### src/rtl/pipe_pkg.sv
// Shared pipeline definitions: default widths, the NOP bubble encoding and
// the {valid, pc, instr} slot record used between fetch and decode.
package pipe_pkg;

  localparam int PC_W_DEF    = 64;
  localparam int INSTR_W_DEF = 32;

  // addi x0,x0,0
  localparam logic [INSTR_W_DEF-1:0] NOP_INSTR = 32'h0000_0013;

  typedef struct packed {
    logic                   valid;
    logic [PC_W_DEF-1:0]    pc;
    logic [INSTR_W_DEF-1:0] instr;
  } slot_t;

endpackage

### src/rtl/pipe_slot.sv
// One {valid, pc, instr} holding register. Clearing (reset or clr_i) turns
// it into an empty bubble; load_i captures a new beat.
module pipe_slot
  import pipe_pkg::*;
#(
  parameter int                 PC_W      = PC_W_DEF,
  parameter int                 INSTR_W   = INSTR_W_DEF,
  parameter logic [INSTR_W-1:0] NOP_INSTR = INSTR_W'(pipe_pkg::NOP_INSTR)
) (
  input  logic               clk_i,
  input  logic               reset_i,
  input  logic               clr_i,
  input  logic               load_i,
  input  logic               valid_i,
  input  logic [PC_W-1:0]    pc_i,
  input  logic [INSTR_W-1:0] instr_i,
  output logic               valid_o,
  output logic [PC_W-1:0]    pc_o,
  output logic [INSTR_W-1:0] instr_o
);

  logic               valid_d, valid_q;
  logic [PC_W-1:0]    pc_d, pc_q;
  logic [INSTR_W-1:0] instr_d, instr_q;

  // Clear beats load, so a flush always leaves a clean bubble behind.
  always_comb begin
    valid_d = valid_q;
    pc_d    = pc_q;
    instr_d = instr_q;
    if (clr_i) begin
      valid_d = 1'b0;
      pc_d    = '0;
      instr_d = NOP_INSTR;
    end else if (load_i) begin
      valid_d = valid_i;
      pc_d    = pc_i;
      instr_d = instr_i;
    end
  end

  always_ff @(posedge clk_i) begin
    if (reset_i) begin
      valid_q <= 1'b0;
      pc_q    <= '0;
      instr_q <= NOP_INSTR;
    end else begin
      valid_q <= valid_d;
      pc_q    <= pc_d;
      instr_q <= instr_d;
    end
  end

  assign valid_o = valid_q;
  assign pc_o    = pc_q;
  assign instr_o = instr_q;

endmodule

### src/rtl/if_id_skid_stage.sv
// IF/ID boundary as a two-entry valid/ready stage (main + skid) so that
// in_ready comes straight from a flop; adds flush bubbles and a stall counter.
module if_id_skid_stage
  import pipe_pkg::*;
#(
  parameter int                 PC_W      = PC_W_DEF,
  parameter int                 INSTR_W   = INSTR_W_DEF,
  parameter int                 CNT_W     = 16,
  parameter logic [INSTR_W-1:0] NOP_INSTR = INSTR_W'(pipe_pkg::NOP_INSTR)
) (
  input  logic               clk,
  input  logic               reset,
  input  logic               in_valid,
  output logic               in_ready,
  input  logic [PC_W-1:0]    pc_in,
  input  logic [INSTR_W-1:0] instr_in,
  input  logic               stall,
  input  logic               flush,
  output logic               out_valid,
  input  logic               out_ready,
  output logic [PC_W-1:0]    pc_out,
  output logic [INSTR_W-1:0] instr_out,
  output logic [CNT_W-1:0]   stall_cnt
);

  logic               mainValid, skidValid;
  logic [PC_W-1:0]    mainPc, skidPc;
  logic [INSTR_W-1:0] mainInstr, skidInstr;

  logic               fireIn, take, blocked, mainFree;
  logic               mainLoad, mainValidIn;
  logic [PC_W-1:0]    mainPcIn;
  logic [INSTR_W-1:0] mainInstrIn;
  logic               skidLoad, skidClr, skidValidNext;

  logic               inReady_d, inReady_q;
  logic [CNT_W-1:0]   stallCnt_d, stallCnt_q;

  always_comb begin
    fireIn   = in_valid & inReady_q;
    take     = mainValid & out_ready & ~stall;
    blocked  = mainValid & ~take;
    mainFree = ~mainValid | take;

    // A free main slot always reloads: the skid beat is older than any new input.
    mainLoad    = mainFree;
    mainValidIn = 1'b0;
    mainPcIn    = '0;
    mainInstrIn = NOP_INSTR;
    if (skidValid) begin
      mainValidIn = 1'b1;
      mainPcIn    = skidPc;
      mainInstrIn = skidInstr;
    end else if (fireIn) begin
      mainValidIn = 1'b1;
      mainPcIn    = pc_in;
      mainInstrIn = instr_in;
    end

    skidClr  = mainFree & skidValid;
    skidLoad = ~mainFree & fireIn;

    skidValidNext = skidValid;
    if (flush || skidClr) begin
      skidValidNext = 1'b0;
    end else if (skidLoad) begin
      skidValidNext = 1'b1;
    end
    inReady_d = ~skidValidNext;

    stallCnt_d = stallCnt_q;
    if (blocked && (stallCnt_q != {CNT_W{1'b1}})) begin
      stallCnt_d = stallCnt_q + 1'b1;
    end
  end

  pipe_slot #(
    .PC_W      (PC_W),
    .INSTR_W   (INSTR_W),
    .NOP_INSTR (NOP_INSTR)
  ) mainSlot (
    .clk_i   (clk),
    .reset_i (reset),
    .clr_i   (flush),
    .load_i  (mainLoad),
    .valid_i (mainValidIn),
    .pc_i    (mainPcIn),
    .instr_i (mainInstrIn),
    .valid_o (mainValid),
    .pc_o    (mainPc),
    .instr_o (mainInstr)
  );

  pipe_slot #(
    .PC_W      (PC_W),
    .INSTR_W   (INSTR_W),
    .NOP_INSTR (NOP_INSTR)
  ) skidSlot (
    .clk_i   (clk),
    .reset_i (reset),
    .clr_i   (flush | skidClr),
    .load_i  (skidLoad),
    .valid_i (1'b1),
    .pc_i    (pc_in),
    .instr_i (instr_in),
    .valid_o (skidValid),
    .pc_o    (skidPc),
    .instr_o (skidInstr)
  );

  // Flush deliberately leaves the stall counter alone; only reset clears it.
  always_ff @(posedge clk) begin
    if (reset) begin
      inReady_q  <= 1'b1;
      stallCnt_q <= '0;
    end else begin
      inReady_q  <= inReady_d;
      stallCnt_q <= stallCnt_d;
    end
  end

  assign in_ready  = inReady_q;
  assign out_valid = mainValid;
  assign pc_out    = mainPc;
  assign instr_out = mainInstr;
  assign stall_cnt = stallCnt_q;

endmodule

### config.mk
export PLATFORM = sky130hd
export DESIGN_NAME = if_id_skid_stage
export DESIGN_NICKNAME = d
export VERILOG_FILES = /design/src/rtl/pipe_pkg.sv /design/src/rtl/pipe_slot.sv /design/src/rtl/if_id_skid_stage.sv
export SDC_FILE = /design/constraint.sdc
export NUM_CORES = 1
export LEC_CHECK = 0
export CORE_ASPECT_RATIO = 0.75
export CORE_MARGIN = 2
export CORE_UTILIZATION = 45
export CTS_CLUSTER_DIAMETER = 30
export DETAILED_ROUTE_END_ITERATION = 10
export PLACE_DENSITY = 0.74
export SLEW_MARGIN = 5
export SYNTH_ARGS = -nofsm -noshare
export SYNTH_HDL_FRONTEND = slang
export SYNTH_SLANG_ARGS = --single-unit
### constraint.sdc
create_clock -name clk -period 3.15 [get_ports clk]
set_input_delay 0.63 -clock clk [delete_from_list [all_inputs] [get_ports clk]]
set_output_delay 0.63 -clock clk [all_outputs]
set_load 0.1 [all_outputs]
-- Word level (Yosys, flattened, before mapping)
Index checks and enable logic that the tools add are counted.
- logic and storage cells: 35
- bits in read-only memories: 0
- output and inout bits: 114
- bits of input ports: 102
- memory bits (writable): 0
- bits in latches: 0
- flip-flop bits (word level): 211
- memories kept: 0
- $add $sub $neg: 1
- multiply operators: 0
- shift-type cells: 0
- mux-type cells: 8
- equal/unequal tests: 1
- order comparisons: 0
- div/mod/pow operators: 0
- bitwise operators: 13
- reduce and logical (&&, ||, !) cells: 4
- operator list (operator ; number):
    $mux 64 ; 2
    $mux 32 ; 2
    $add 16x1->16 const B ; 1
    $ne 16x16->1 const B ; 1
    $and 1x1->1 ; 6
    $not 1->1 ; 5
    $mux 1 ; 4
    $reduce_or 2->1 ; 2
    $or 1x1->1 ; 2
    $logic_and 1x1->1 ; 1
    $logic_or 1x1->1 ; 1

-- Depth between registers and ports, before layout
Gate-level depths: netlist (run 1).
- depth in word-level cells: 8
- depth in mapped cells: 8
- depth with buffers taken out: 6

-- Cells and area by module
A second synthesis (run 1) with hierarchy kept.
- cell total of the unflattened synthesis: 868
- area total of the unflattened synthesis: 8846.0 µm²
- by module, submodules not included (module ; area each (µm²) ; times used ; cells each ; sequential area each (µm²)):
    pipe_slot ; 3478.3 ; 2 ; 315 ; 1941.9
    if_id_skid_stage ; 1889.3 ; 1 ; 238 ; 340.3

-- Least setup slack after synthesis (run 1)
OpenSTA, ideal clock, no wires.
- path type: register to register
- start point: register stallCnt_q[2], in the netlist stall_cnt[2]
- end point: register stallCnt_q[7], in the netlist stall_cnt[7]
- cell stages (with the launch flop): 6
- clock period less this slack: 2373 ps
- setup time: 121 ps
- data required time: 3029 ps
- buffers on the path: 0
- setup slack: 777 ps
- arrival time: 2252 ps
- cells stage by stage: dfxtp_1 -> and4_4 -> nor4b_4 -> a21oi_2 -> nand4_1 -> mux2_2
- word-level cells in the longest chain between the ends: 2
- elaborated cells between the ends (all ways): 3
- those cells by class: add/sub (1); eq/ne (1); reduce/logical (1)
- RTL lines (element ; line ; RTL):
    start: declaration ; if_id_skid_stage.sv:37 ; logic [CNT_W-1:0] stallCnt_d, stallCnt_q;
    start signal: assignment ; if_id_skid_stage.sv:118 ; stallCnt_q <= stallCnt_d;
    parallel branches: the longest is 2 deep, another holds $add 16x1->16 ; n/a ;
Several ways; the timed one is not identified.
A chain may end at the register's enable or synchronous reset.

-- Worst setup path after layout (run 1)
- start point: input stall
- end point: register skidSlot.pc_q[63], in the netlist skidSlot.pc_o[63]
- word-level cells in the longest chain between the ends: 6
- elaborated cells between the ends (all ways): 8
- those cells by class: bitwise (7); reduce/logical (1)
- RTL lines (element ; line ; RTL):
    start: declaration ; if_id_skid_stage.sv:17 ; input logic stall,
    $not 1->1 * ; if_id_skid_stage.sv:41 ; take = mainValid & out_ready & ~stall;
    $and 1x1->1 * ; if_id_skid_stage.sv:41 ;
    $or 1x1->1 * ; if_id_skid_stage.sv:43 ; mainFree = ~mainValid | take;
    $and 1x1->1 ; if_id_skid_stage.sv:60 ; skidClr = mainFree & skidValid;
    $or 1x1->1 ; if_id_skid_stage.sv:101 ; .clr_i (flush | skidClr),
    $reduce_or 2->1 (no line) ; n/a ;
    end signal: assignment ; pipe_slot.sv:49 ; pc_q <= pc_d;
    end: declaration ; pipe_slot.sv:23 ; logic [PC_W-1:0] pc_d, pc_q;
Every way passes the cells marked *; elsewhere a longest branch is shown, timed or not.

==> metrics.cfg, run 1 <==
[finish]
fin_area_um2=11280
syn_to_final_growth_pct=40.06
ff_latch_area_um2=4228
num_antenna_cells=0
drive_above_1_share=0.1732
stdcell_count=1414
multi_input_area_um2=3497
fin_nets=1251
fill_cells=1507

[die]
dieArea_um2=19000
core-area_um2=17600
io-pin-count=216
start_util=0.4576
die_h_um=119.9
rows=42
fp.dieW_um=158.5

[critical_path]
critPathSlowestCell=a21o_4
path_depth=5
cp.required_ps=3450
cp_max_fo=93
path_cells=clkdlybuf4s50_1 > nand2b_1 > nand2_4 > a21o_4 > a21oi_1
critPathMaxStageDelay_ps=800
r2r_cells=6
critical_path.endpoint_type=flip-flop
startpoint_type=primary input
crit_buf_inv=1
critPathTopFamily=compound AO/OA/AOI/OAI gates
critPathKind=primary input to flip-flop
arrival_ps=2490

[logic_synthesis]
synth_top_cells_by_area=dfxtp_1 52%, a221oi_1 10%, nand2_1 9.5%
synth_warnings=0
syn_nets=1067
syn_area_um2=8055
synth_cell_types=38
yosys.area.top_type=dfxtp_1
synth_top_area_frac=0.5244
yosysSeqAreaShare=0.5244
netlist_instances=964
ys_seq_elements=211
avgSynthCellArea_um2=8.356

[clock_tree]
clockBufferDepth=3
cts.htree.levels=2
cts.sinks=211
numCtsBuffers=37
cts-resized-gates=0
root_buffer=clkbuf_16
path_clk_slew_ps=50
post-cts-setup-buffer-count=0
cts_tree=done
worstSkewPairLatency_ps=480
cts_hold_buf=0

[worst_hold_path]
min_path_type=flip-flop to flip-flop
hold_depth=2

[sta]
setup_viol=0
timing.fmax_ghz=0.4559
timing.setup.tns_ps=0
rsz0062_at_grt=false
finalMaxSlewViolations=0
fin_skew_ps=20.67
relSlewSlack=0.3305
worstMarginPinSlew_ps=1004
period_share=0.6964
hold_viol_final=0
fin_crit_ps=2194

[detailed_routing]
via_per_inst=5.491
drc=0
vias=7764
drt-total-wl_mm=23.41
wire_per_inst_um=16.56
ant_nets=0
drt-initial-drc-count=672
firstDrtPassIters=4

[placement]
io_buffers=215
placed_area_um2=10100
place_inst=1351
place.gp.congestion=0.8123
dp_hpwl_mm=14.11

[job]
cap_violations=0

[global_route]
grt_pass1_wl_mm=37.40
overflow=0
antenna_found_initial=0
grt_max_degree=97
grt_pass1_vias=7282
grt_usage=0.2423

[power_and_ir_drop]
vdd_drop_max_mv=0.3181
leakagePower_nw=4.353
p_per_area_nw_per_um2=656.0

[run_status]
outcome=complete, no violations

where the power goes:
| group | internal [mW] | leakage, nW | switching (mW) | total (mW) |
|---|---|---|---|---|
| clock | 2.47 | 0.584 | 1.27 | 3.74 |
| combinational | 0.274 | 2.06 | 0.613 | 0.886 |
| sequential | 2.73 | 1.71 | 0.0377 | 2.77 |
| total | 5.48 | 4.35 | 1.92 | 7.40 |
synthesized netlist by cell type:
| cell type | number |
|---|---|
| nand2_2 | 1 |
| nor3_1 | 97 |
| and4_4 | 1 |
| nand4_4 | 2 |
| ha_1 | 1 |
| nor2b_1 | 1 |
| clkbuf_1 | 51 |
| buf_4 | 1 |
| nand3_1 | 6 |
| and3_1 | 1 |
| inv_1 | 6 |
| nand2_1 | 204 |
| or4_1 | 1 |
| nor2_2 | 1 |
| a311oi_1 | 3 |
| mux2i_1 | 4 |
| a21oi_1 | 96 |
| dfxtp_1 | 211 |
| nor2_1 | 110 |
| a21oi_2 | 1 |
| xnor2_1 | 10 |
| a221oi_1 | 93 |
| a211oi_1 | 2 |
| mux2_2 | 1 |
| nand4_1 | 4 |
| a41o_1 | 2 |
| buf_2 | 18 |
| o21ai_0 | 5 |
| nor4b_4 | 1 |
| nand2b_1 | 1 |
| nor4_1 | 5 |
| a21o_1 | 1 |
| or3_1 | 1 |
| nand3_2 | 1 |
| buf_1 | 16 |
| or2_2 | 1 |
| and2_1 | 2 |
| and4_1 | 1 |
cell usage in the layout, fill, tap and decap left out, types with 3 or more instances in the layout:
master / count
a21oi_1: 96
a221oi_1: 93
a311oi_1: 3
buf_12: 5
buf_4: 125
clkbuf_1: 4
clkbuf_16: 37
clkbuf_8: 7
clkdlybuf4s50_1: 101
clkinv_2: 7
dfxtp_1: 210
inv_1: 6
mux2i_1: 4
nand2_1: 204
nand3_1: 6
nand4_1: 4
nor2_1: 109
nor3_1: 97
nor4_1: 5
o21ai_0: 5
xnor2_1: 10
layer usage:
metal	vias up	routed length, µm	GRT usage
met3	33	2022	0.05850
li1	3774	-	-
met5	-	0	0
met1	3631	10640	0.3479
met2	326	10350	0.3655
met4	0	395	0.06363
state kept, by name, indices dropped and copies added, names as in the netlist:
| name | flops |
|---|---|
| mainSlot.instr_o | 32 |
| mainSlot.pc_o | 64 |
| mainSlot.valid_o | 1 |
| skidSlot.instr_o | 32 |
| in_ready | 1 |
| skidSlot.valid_o | 1 |
| skidSlot.pc_o | 64 |
| stall_cnt | 16 |
worst paths after layout:
path / startpoint / to / slack (ps)
hold / removal: skidSlot.pc_o[1] / skidSlot.pc_o[1] / 450
setup / recovery: stall / skidSlot.pc_o[63] / 960
setup reg to reg: mainSlot.valid_o / skidSlot.pc_o[59] / 1310
hold reg to reg: skidSlot.pc_o[1] / skidSlot.pc_o[1] / 450
kinds of logic (layout without fill, tap and decap cells):
logic type               Yosys count  after routing  share of synthesized area
buffers and inverters             92            300                    0.04613
multiplexers                       5              5                   0.006369
XOR/XNOR                          10             10                    0.01087
adder cells (fa/ha/maj)            1              1                   0.001553
AO/OA/AOI/OAI                    203            203                     0.1735
AND/OR/NAND/NOR                  442            442                     0.2372
flip-flops                       211            211                     0.5244
metrics by stage:
step                utilization  hold WS [ps]  setup slack [ps]  total power, mW
finish                   0.6409         452.2             956.3            7.401
global route             0.6409         465.3             866.7            7.655
CTS                      0.6409         453.2              1002            7.466
detailed placement       0.5737         446.4             509.5            3.705
global placement         0.5737         441.5             562.2            3.702
floorplan                     -         436.4             777.1            3.395
area by class of cell:
type / count / area share
Clock buffer: 48 / 0.09194
Clock inverter: 15 / 0.01286
Inverter: 6 / 0.001996
Multi-Input combinational cell: 661 / 0.3100
Sequential cell: 211 / 0.3747
Tap cell: 242 / 0.02684
Timing Repair Buffer: 231 / 0.1817
tightest hold or removal path: cells and delay by family (launching register included):
kind	cells	cell delay [ps]
AO/OA/AOI/OAI	1	50
flip-flops	1	300
AND/OR/NAND/NOR	1	50
(Power assumes the default switching activity.)
==> run 2, diff against run 1 <==
--- a/config.mk
+++ b/config.mk
@@ -7,10 +7,10 @@
 export LEC_CHECK = 0
 export CORE_ASPECT_RATIO = 0.75
 export CORE_MARGIN = 2
-export CORE_UTILIZATION = 45
+export CORE_UTILIZATION = 44
 export CTS_CLUSTER_DIAMETER = 30
 export DETAILED_ROUTE_END_ITERATION = 10
-export PLACE_DENSITY = 0.74
+export PLACE_DENSITY = 0.76
 export SLEW_MARGIN = 5
 export SYNTH_ARGS = -nofsm -noshare
 export SYNTH_HDL_FRONTEND = slang
==> constraint.sdc (replaced) <==
create_clock -name clk -period 1.9 [get_ports clk]
set_input_delay 0.38 -clock clk [delete_from_list [all_inputs] [get_ports clk]]
set_output_delay 0.38 -clock clk [all_outputs]
set_load 0.1 [all_outputs]
==> metrics.cfg, run 2 (synthesized netlist as in run 1, its figures left out) <==
[run_status]
outcome=complete, no violations

[clock_tree]
numCtsBuffers=36  ; -2.7%
post-cts-setup-buffer-count=0  ; unchanged
cts.htree.levels=2  ; unchanged
cts-resized-gates=0  ; unchanged
worstSkewPairLatency_ps=490  ; about the same
cts_hold_buf=0  ; unchanged
path_clk_slew_ps=50  ; about the same
cts_tree=done
clockBufferDepth=3  ; unchanged
cts.sinks=211  ; unchanged
root_buffer=clkbuf_16

[critical_path]
rr_startpoint=stall_cnt[0]
critPathTopFamily=simple AND/OR/NAND/NOR gates
startpoint_type=flip-flop
crit_end=stall_cnt[15]
arrival_ps=2090  ; -400 ps
critPathKind=flip-flop to flip-flop
path_depth=6  ; +1
crit_path_start=stall_cnt[0]
rr_endpoint=stall_cnt[15]
cp.required_ps=2260  ; -1190 ps
critical_path.endpoint_type=flip-flop
critPathSlowestCell=nor3_1
rrSetupSlack_ps=170  ; -1140 ps
cp_max_fo=5  ; -95%
path_cells=ha_1 > inv_1 > nor3_1 > nor4_1 > xnor2_1 > nor2_1
r2r_cells=6  ; unchanged
critPathMaxStageDelay_ps=470  ; -330 ps
crit_buf_inv=1  ; unchanged

[finish]
mostFrequentLayoutCells=204 x nand2_1, 192 x dfxtp_1, 125 x buf_4
syn_to_final_growth_pct=47.02
fin_nets=1274  ; +1.8%
num_antenna_cells=0  ; unchanged
stdcell_count=1439  ; +1.8%
final_common_cell=nand2_1
drive_above_1_share=0.2063  ; +0.03314
fill_cells=1457  ; -3.3%

[power_and_ir_drop]
leakagePower_nw=4.588  ; +5.4%
vdd_drop_max_mv=0.5835  ; +83%
p_per_area_nw_per_um2=1066  ; +63%

[die]
core-area_um2=17760  ; +0.90%
rows=42  ; unchanged
start_util=0.4535  ; -0.004061
dieArea_um2=19420  ; +2.2%
die_h_um=121.2  ; +1.1%
io-pin-count=216  ; unchanged
fp.dieW_um=160.2  ; +1.1%

[sta]
worstMarginPinSlew_ps=510.2  ; -494.0 ps
period_share=0.9100
fin_crit_ps=1729
finalMaxSlewViolations=0  ; unchanged
setup_slack_ps=170.9  ; -785.4 ps
relSlewSlack=0.6572  ; +0.3267
fin_skew_ps=25.18  ; +4.506 ps
setup_viol=0  ; unchanged
timing.fmax_ghz=0.5783
timing.setup.tns_ps=0  ; unchanged
rsz0062_at_grt=false
whs_ps=454.0  ; +1.775 ps
hold_viol_final=0  ; unchanged

[detailed_routing]
via_per_inst=5.559  ; +1.2%
drc=0  ; unchanged
vias=7999  ; +3.0%
drt-initial-drc-count=735  ; +9.4%
drt-total-wl_mm=24.06  ; +2.8%
ant_nets=0  ; unchanged
wire_per_inst_um=16.72  ; +0.99%
firstDrtPassIters=5  ; +1

[placement]
dp_hpwl_mm=15.28  ; +8.3%
place.gp.congestion=0.7725  ; -4.9%
place_inst=1375  ; +1.8%
pre_cts_ws_ps=-138.5  ; -648.0 ps
io_buffers=215  ; unchanged

[job]
cap_violations=0  ; unchanged

[global_route]
grt_pass1_wl_mm=38.43  ; +2.8%
grt_pass1_vias=7389  ; +1.5%
antenna_found_initial=0  ; unchanged
grt_usage=0.2416  ; -0.0006603
overflow=0  ; unchanged
grt_max_degree=51  ; -47%

[worst_hold_path]
min_path_type=flip-flop to flip-flop

## run 2: changes by cell type in the layout (fill, tap and decap cells not counted), sizes merged
cell,change
buf,+24
inv,+4
clkinv,-2
bufinv,+1
clkbuf,-2
## run 2: area by class of cell
class	instances	area, µm²	share of cell area
repair buffers	255	2530	0.2136
flip-flops and latches	211	4253	0.3591
clock inverters	18	217.7	0.01838
inverters	6	22.52	0.001902
well taps	242	302.8	0.02557
clock buffers	46	1020	0.08611
multi-input cells	661	3497	0.2953
## run 2: how the worst min path moves through the flow
stage | depth (start not counted) | startpoint | end | slack (ps)
finish | 2 | skidSlot.instr_o[30] | skidSlot.instr_o[30] | 450
global route | 3 | instr_in[12] | skidSlot.instr_o[12] | 470
CTS | 3 | pc_in[30] | skidSlot.pc_o[30] | 450
detailed placement | 2 | skidSlot.instr_o[22] | skidSlot.instr_o[22] | 450
global placement | 2 | skidSlot.instr_o[12] | skidSlot.instr_o[12] | 440
floorplan | 2 | skidSlot.instr_o[10] | skidSlot.instr_o[10] | 440
## run 2: worst min-delay path: cells and delay by family, from the launching register on
kind | cells | cell delay, ps
flip-flops | 1 | 300
AND/OR/NAND/NOR | 1 | 50
AO/OA/AOI/OAI | 1 | 50
## run 2: metal layers
metal  up-vias  GRT usage  share of wire
li1       3817          -              -
met1      3771     0.3393           0.44
met2       375     0.3772           0.45
met3        36    0.05810          0.088
met4         0    0.05800          0.015
met5         -          0              0
## run 2: where the power goes
group	switching, mW	leakage, nW	internal (mW)
Sequential	0.0637	1.72	4.53
Clock	2.26	0.603	4.25
Combinational	1.03	2.27	0.499
## run 2: stage by stage
stage,area (µm²),power [mW],utilization
after CTS,11840,12.70,0.6667
after global routing,11840,13.01,0.6667
final,11840,12.63,0.6667
after global placement,10610,6.187,0.5971
after floorplan,8080,5.628,-
after detailed placement,10610,6.196,0.5971
